==> src/rtl/risc_mem_arbiter.sv <==
// risc_mem_arbiter: two-requester (CPU / debug loader) arbiter for a single-port synchronous memory.
// Define ARB_ROUND_ROBIN_EN to alternate grants on ties; otherwise the CPU has fixed priority.
module risc_mem_arbiter #(
    parameter int AWIDTH = 5,
    parameter int DWIDTH = 8
) (
    input  logic              clk,
    input  logic              rst,
    input  logic              cpu_req,
    input  logic [AWIDTH-1:0] cpu_addr,
    input  logic              cpu_wr,
    input  logic [DWIDTH-1:0] cpu_wdata,
    output logic              cpu_ack,
    input  logic              dbg_req,
    input  logic [AWIDTH-1:0] dbg_addr,
    input  logic              dbg_wr,
    input  logic [DWIDTH-1:0] dbg_wdata,
    output logic              dbg_ack,
    output logic [DWIDTH-1:0] rdata,
    output logic              mem_rd,
    output logic              mem_wr,
    output logic [AWIDTH-1:0] mem_addr,
    output logic [DWIDTH-1:0] mem_wdata,
    input  logic [DWIDTH-1:0] mem_rdata,
    output logic              busy,
    output logic              owner
);
    typedef enum logic [1:0] {IDLE, ACCESS, RESP} state_t;
    state_t            state_q, state_d;
    logic              owner_q, owner_d;
    logic              wr_q, wr_d;
    logic [AWIDTH-1:0] addr_q, addr_d;
    logic [DWIDTH-1:0] wdata_q, wdata_d;
    logic [DWIDTH-1:0] rdata_q, rdata_d;
    logic              mem_rd_q, mem_rd_d;
    logic              mem_wr_q, mem_wr_d;
    logic              cpu_ack_q, cpu_ack_d;
    logic              dbg_ack_q, dbg_ack_d;
    logic              pick_dbg;
`ifdef ARB_ROUND_ROBIN_EN
    assign pick_dbg = dbg_req & (~cpu_req | ~owner_q);
`else
    assign pick_dbg = dbg_req & ~cpu_req;
`endif
    always_comb begin
        state_d   = state_q;
        owner_d   = owner_q;
        wr_d      = wr_q;
        addr_d    = addr_q;
        wdata_d   = wdata_q;
        rdata_d   = rdata_q;
        mem_rd_d  = 1'b0;
        mem_wr_d  = 1'b0;
        cpu_ack_d = 1'b0;
        dbg_ack_d = 1'b0;
        case (state_q)
            IDLE: if (cpu_req | dbg_req) begin
                state_d  = ACCESS;
                owner_d  = pick_dbg;
                wr_d     = pick_dbg ? dbg_wr : cpu_wr;
                addr_d   = pick_dbg ? dbg_addr : cpu_addr;
                wdata_d  = pick_dbg ? dbg_wdata : cpu_wdata;
                mem_wr_d = wr_d;
                mem_rd_d = ~wr_d;
            end
            ACCESS: state_d = RESP;
            RESP: begin
                state_d   = IDLE;
                rdata_d   = wr_q ? rdata_q : mem_rdata;
                cpu_ack_d = ~owner_q;
                dbg_ack_d = owner_q;
            end
            default: state_d = IDLE;
        endcase
    end
    always_ff @(posedge clk or negedge rst) begin
        if (!rst) begin
            state_q   <= IDLE;
            owner_q   <= 1'b1;
            wr_q      <= 1'b0;
            addr_q    <= '0;
            wdata_q   <= '0;
            rdata_q   <= '0;
            mem_rd_q  <= 1'b0;
            mem_wr_q  <= 1'b0;
            cpu_ack_q <= 1'b0;
            dbg_ack_q <= 1'b0;
        end else begin
            state_q   <= state_d;
            owner_q   <= owner_d;
            wr_q      <= wr_d;
            addr_q    <= addr_d;
            wdata_q   <= wdata_d;
            rdata_q   <= rdata_d;
            mem_rd_q  <= mem_rd_d;
            mem_wr_q  <= mem_wr_d;
            cpu_ack_q <= cpu_ack_d;
            dbg_ack_q <= dbg_ack_d;
        end
    end
    assign cpu_ack   = cpu_ack_q;
    assign dbg_ack   = dbg_ack_q;
    assign rdata     = rdata_q;
    assign mem_rd    = mem_rd_q;
    assign mem_wr    = mem_wr_q;
    assign mem_addr  = addr_q;
    assign mem_wdata = wdata_q;
    assign busy      = state_q != IDLE;
    assign owner     = owner_q;
endmodule

==> config.mk <==
export PLATFORM = sky130hd
export DESIGN_NAME = risc_mem_arbiter
export DESIGN_NICKNAME = d
export VERILOG_FILES = /design/src/rtl/risc_mem_arbiter.sv
export SDC_FILE = /design/constraint.sdc
export NUM_CORES = 1
export LEC_CHECK = 0
export ABC_AREA = 1
export CORE_MARGIN = 2
export CORE_UTILIZATION = 36
export DETAILED_ROUTE_END_ITERATION = 8
export PLACE_DENSITY = 0.76
export SETUP_SLACK_MARGIN = 0.2
export SLEW_MARGIN = 15
export SYNTH_ARGS = -nofsm -noshare
export SYNTH_HDL_FRONTEND = slang
export SYNTH_SLANG_ARGS = --single-unit
==> constraint.sdc <==
create_clock -name clk -period 1.1 [get_ports clk]
set_input_delay 0.22 -clock clk [delete_from_list [all_inputs] [get_ports clk]]
set_output_delay 0.22 -clock clk [all_outputs]
set_load 0.05 [all_outputs]
After elaboration in Yosys (flattened, before gate mapping)
Cells that the tools add are included.
{ "word_totals": {"romBits": 0, "n_memories": 0, "in_bits": 40, "ramBits": 0, "ff_bits": 29, "latch_bits": 0, "word_cells": 34, "output_inout_bits": 27} }
{ "classes": {"order_cmp": 0, "div": 0, "n_mux": 11, "n_eq_ne": 3, "add_sub_neg": 0, "shifts": 0, "mul": 0, "bitwise": 6, "reduce_logical": 4} }
{ "ops": {"columns": ["op", "n"], "rows": [
  ["2-to-1 mux 8 bit", 1],
  ["2-to-1 mux 1 bit", 7],
  ["2-to-1 mux 5 bit", 1],
  ["NOT 1 bit", 4],
  ["case mux 2 bit (2 select lines)", 1],
  ["AND reduction 2 bit", 2],
  ["equality test 2 x 1 -> 1 bit, second input constant", 1],
  ["equality test 2 bit, second input constant", 1],
  ["logical NOT 2 bit", 1],
  ["2-to-1 mux 2 bit", 1],
  ["!= test 2 bit, second input constant", 1],
  ["nonzero test 2 bit", 1],
  ["bitwise AND 1 bit", 1],
  ["bitwise OR 1 bit", 1]
]} }

Depth between registers and ports, before layout
{ "depth": {"depth_word": 6, "mapped_depth": 8, "depth_no_buf": 6} }

Worst setup path after synthesis
OpenSTA, ideal clock, no wires.
{ "synth_timing": {"path_type": "register to output", "startpoint": "register state_q[1]", "endpoint": "output port busy", "path_buffers": 0, "path_slack_ns": 0.055, "t_arrival_ns": 0.825, "path_stages_with_launch": 3, "required_ns": 0.880, "cell_sequence": "dfrtp_1 nor2_4 inv_1"} }
{ "synth_between": {"elab_chain_len": 1} }
{ "synth_rtl": {"columns": ["item", "line", "rtl"], "rows": [
  ["start: declaration", "29", "state_t state_q, state_d;"],
  ["start signal: assignment", "89", "state_q <= state_d;"],
  ["nonzero test 2 bit", "108", "assign busy = state_q != IDLE;"],
  ["end: declaration", "25", "output logic busy,"]
]} }
No other way between the ends.

Final worst setup path
{ "layout_timing": {"startpoint": "register state_q[0]", "endpoint": "output port busy"} }
The elaborated chain is that of the path after synthesis.

==> metrics.csv <==
stage;metric;value;unit
run;total of max-cap violations;0;
sta;Final WS setup;-0.1020;ns
floorplanning;Core ar.;3661;um^2
floorplanning;Vert. Die Dim;65.55;um
place;Routability Congestion;0.7321;
detailed_routing;Initial DRC Count;25;
global_routing;largest net degree at the start of global routing;30;
detailed_routing;remaining antenna violation count;0;
setup_path;WP data required;0.88;ns
floorplanning;area of the die;4297;um^2
cts;clock-pin slew on the worst setup and hold paths;0.06;ns
setup_path;WP data arrival;0.98;ns
place;DP Worst Slack;-0.3069;ns
place;DP HPWL;2402;um
floorplanning;row count;22;
setup_path;path type of the worst setup path;reg2out;
cts;Clock Latency Late Sink;0.28;ns
global_routing;global route overflow;0;
yosys;Yosys reg bits;29;
yosys;Yosys top cell by area;dfrtp_1;
setup_path;endpoint class of the critical path;primary output;
global_routing;vias in the first global route;1295;
yosys;syn_area_per_cell;8.367;um^2
setup_path;CP max stage delay;0.40;ns
sta;# setup viols final;26;
sta;RSZ-0062 raised after global routing;true;
sta;Rel. slew slack;85.49;%
floorplanning;width of the die;65.55;um
sta;hold slack;0.3261;ns
setup_path;Crit-path slowest cell;dfrtp_1;
detailed_routing;iteration count of the initial detailed-routing pass;6;
setup_path;CP max FO;2;
yosys;Synth Warn #;0;
sta;clock skew;0.005125;ns
cts;H-tree depth;2;
status;status;finished with violations;
global_routing;antenna violations before repair;0;
setup_path;crit-path cells;nor2_4 -> inv_2 -> buf_6;
global_routing;GRT Overall Usage;17.59;%
cts;CTS tree;yes;
yosys;synth top area cells;dfrtp_1 51%, nand2_1 21%, nand3_1 5.1%;
place;port bufs;66;
cts;CTS root buf;clkbuf_8;
power_and_ir_drop;PwrDens;3202;nW/um^2
cells_and_area;fraction of layout cells with a size suffix above 1;33.85;%
cts;TritonCTS Sinks;29;
detailed_routing;DR vias/cell;4.548;
yosys;register area share after synthesis;53.30;%
detailed_routing;drt drc;0;
yosys;Post-Syn Nets;203;
yosys;Cell variety after synth;19;
cts;CTS Buffer Depth;2;
sta;Max Freq;0.8320;GHz
yosys;Synth Instances;163;
cts;number of buffers created by CTS;5;
setup_path;CP bufs+invs;2;
sta;Final Hold Vio Count;0;
cells_and_area;design area;2693;um^2
detailed_routing;Via Count;1387;
power_and_ir_drop;static leakage;0.001366;uW
yosys;top-area cell type share of the netlist area;51.38;%
yosys;Mapped Area;1364;um^2
hold_path;HP Class;in2async;
power_and_ir_drop;Max VDD drop;1.179;mV
sta;minimum clock period;1.202;ns
setup_path;CP delay by family, top;flip-flops;
setup_path;CP startpoint kind;flip-flop;
detailed_routing;final wirelength;3881;um
global_routing;first-pass GRT wire length;5671;um
cts;hold_buf cts;0;
cells_and_area;Diodes inserted;0;
cells_and_area;area grow syn2layout;97.43;%
place;Post-DP Area;2340;um^2
cells_and_area;Final #Nets;296;
sta;Worst Tran Pin Value;0.2177;ns
status;violated checks;setup timing;
floorplanning;Ports;67;
sta;Slew Viols, Final;0;
floorplanning;Initial Util;37.25;%
detailed_routing;WL per Instance;12.72;um
sta;crit share post-route;109.3;%
routing by layer:
| layer | GRT usage (%) | vias to the layer above | routed length [um] |
|---|---|---|---|
| met5 | 0 | - | 0 |
| met1 | 19.98 | 636 | 1457 |
| met3 | 7.363 | 8 | 312 |
| met4 | 6.771 | 0 | 58 |
| li1 | - | 687 | - |
| met2 | 29.34 | 56 | 2052 |
kinds of logic after synthesis:
logic type / share of synthesized area, %
and+or+nand+nor: 33.67
DFF: 53.30
buffers and inverters: 9.725
AOI/OAI and AO/OA: 3.303
cell usage in the layout (no fill, tap or decap), drive strengths merged:
cell and count:
dfrtp 28, buf 49, o21ai 9, dlygate4sd2 1
clkbuf 8, nand3 14, nand2 86, nor2 5
nand3b 2, clkdlybuf4s50 38, inv 16, dfstp 1
sequential cells by signal, summed over array words and instances, names as in the netlist:
signal	count
mem_wr	1
mem_rd	1
cpu_ack	1
rdata	8
wr_q	1
mem_wdata	8
owner	1
mem_addr	5
dbg_ack	1
state_q	2
repair_timing:
item,4_1_cts,5_1_grt
gates cloned,3,2
pin swaps,3,5
setup endpoints to repair,53,54
setup buffers,7,8
gates resized for setup,10,19
Yosys cell counts:
master / n
buf_12: 1
buf_2: 2
buf_4: 1
buf_6: 3
dfrtp_1: 28
dfstp_2: 1
inv_1: 12
inv_2: 2
inv_6: 1
nand2_1: 78
nand2_2: 3
nand2_4: 1
nand2_8: 1
nand3_1: 14
nand3b_4: 1
nor2_1: 4
nor2_4: 1
o21ai_0: 8
o21ai_1: 1
worst reg2reg max path, stage by stage (launching register included):
cell and delay [ns]:
dfrtp_1 0.40, buf_4 0.15, buf_6 0.12, inv_8 0.06, nand3b_4 0.15, nand2_2 0.12
o21ai_1 0.06
area by class of cell:
class                   instances  area, um^2
repair inverters                1       11.26
well taps                      48       60.06
repair buffers                 88        1115
clock buffers                   8       90.09
flip-flops and latches         29       728.2
multi-input cells             116       611.8
fillers                       259       968.4
inverters                      15       76.32
worst paths after layout:
path                                            end  cells past startpoint  slack (ns)                      from
max                                            busy                      3       -0.10    state_q[0]$_DFFE_PN0P_
min in group clk               rdata[4]$_DFFE_PN0P_                      3        0.49              mem_rdata[4]
max reg2reg                    rdata[4]$_DFFE_PN0P_                      6       -0.07    state_q[0]$_DFFE_PN0P_
min                                wr_q$_DFFE_PN0P_                      2        0.33                       rst
max in group asynchronous         owner$_DFFE_PN1P_                      2        0.54                       rst
min reg2reg                mem_wdata[5]$_DFFE_PN0P_                      2        0.53  mem_wdata[5]$_DFFE_PN0P_
report_power, final:
group	leakage, uW	internal, uW	switching [uW]
clock network	0.0000455	509	375
logic	0.000960	2710	2960
registers	0.000360	1570	506
total	0.00137	4790	3840
stage by stage:
stage / util, % / setup TNS [ns] / instances / power [uW]
2_1_floorplan: - / 0 / 163 / 4452
3_3_place_gp: 63.91 / -4.537 / 277 / 6677
3_5_place_dp: 63.91 / -5.036 / 277 / 6754
4_1_cts: 69.51 / -0.2084 / 295 / 8095
5_1_grt: 73.55 / -2.597 / 305 / 9042
6_report: 73.55 / -1.230 / 305 / 8623
Power figures use the tool's default switching activity.
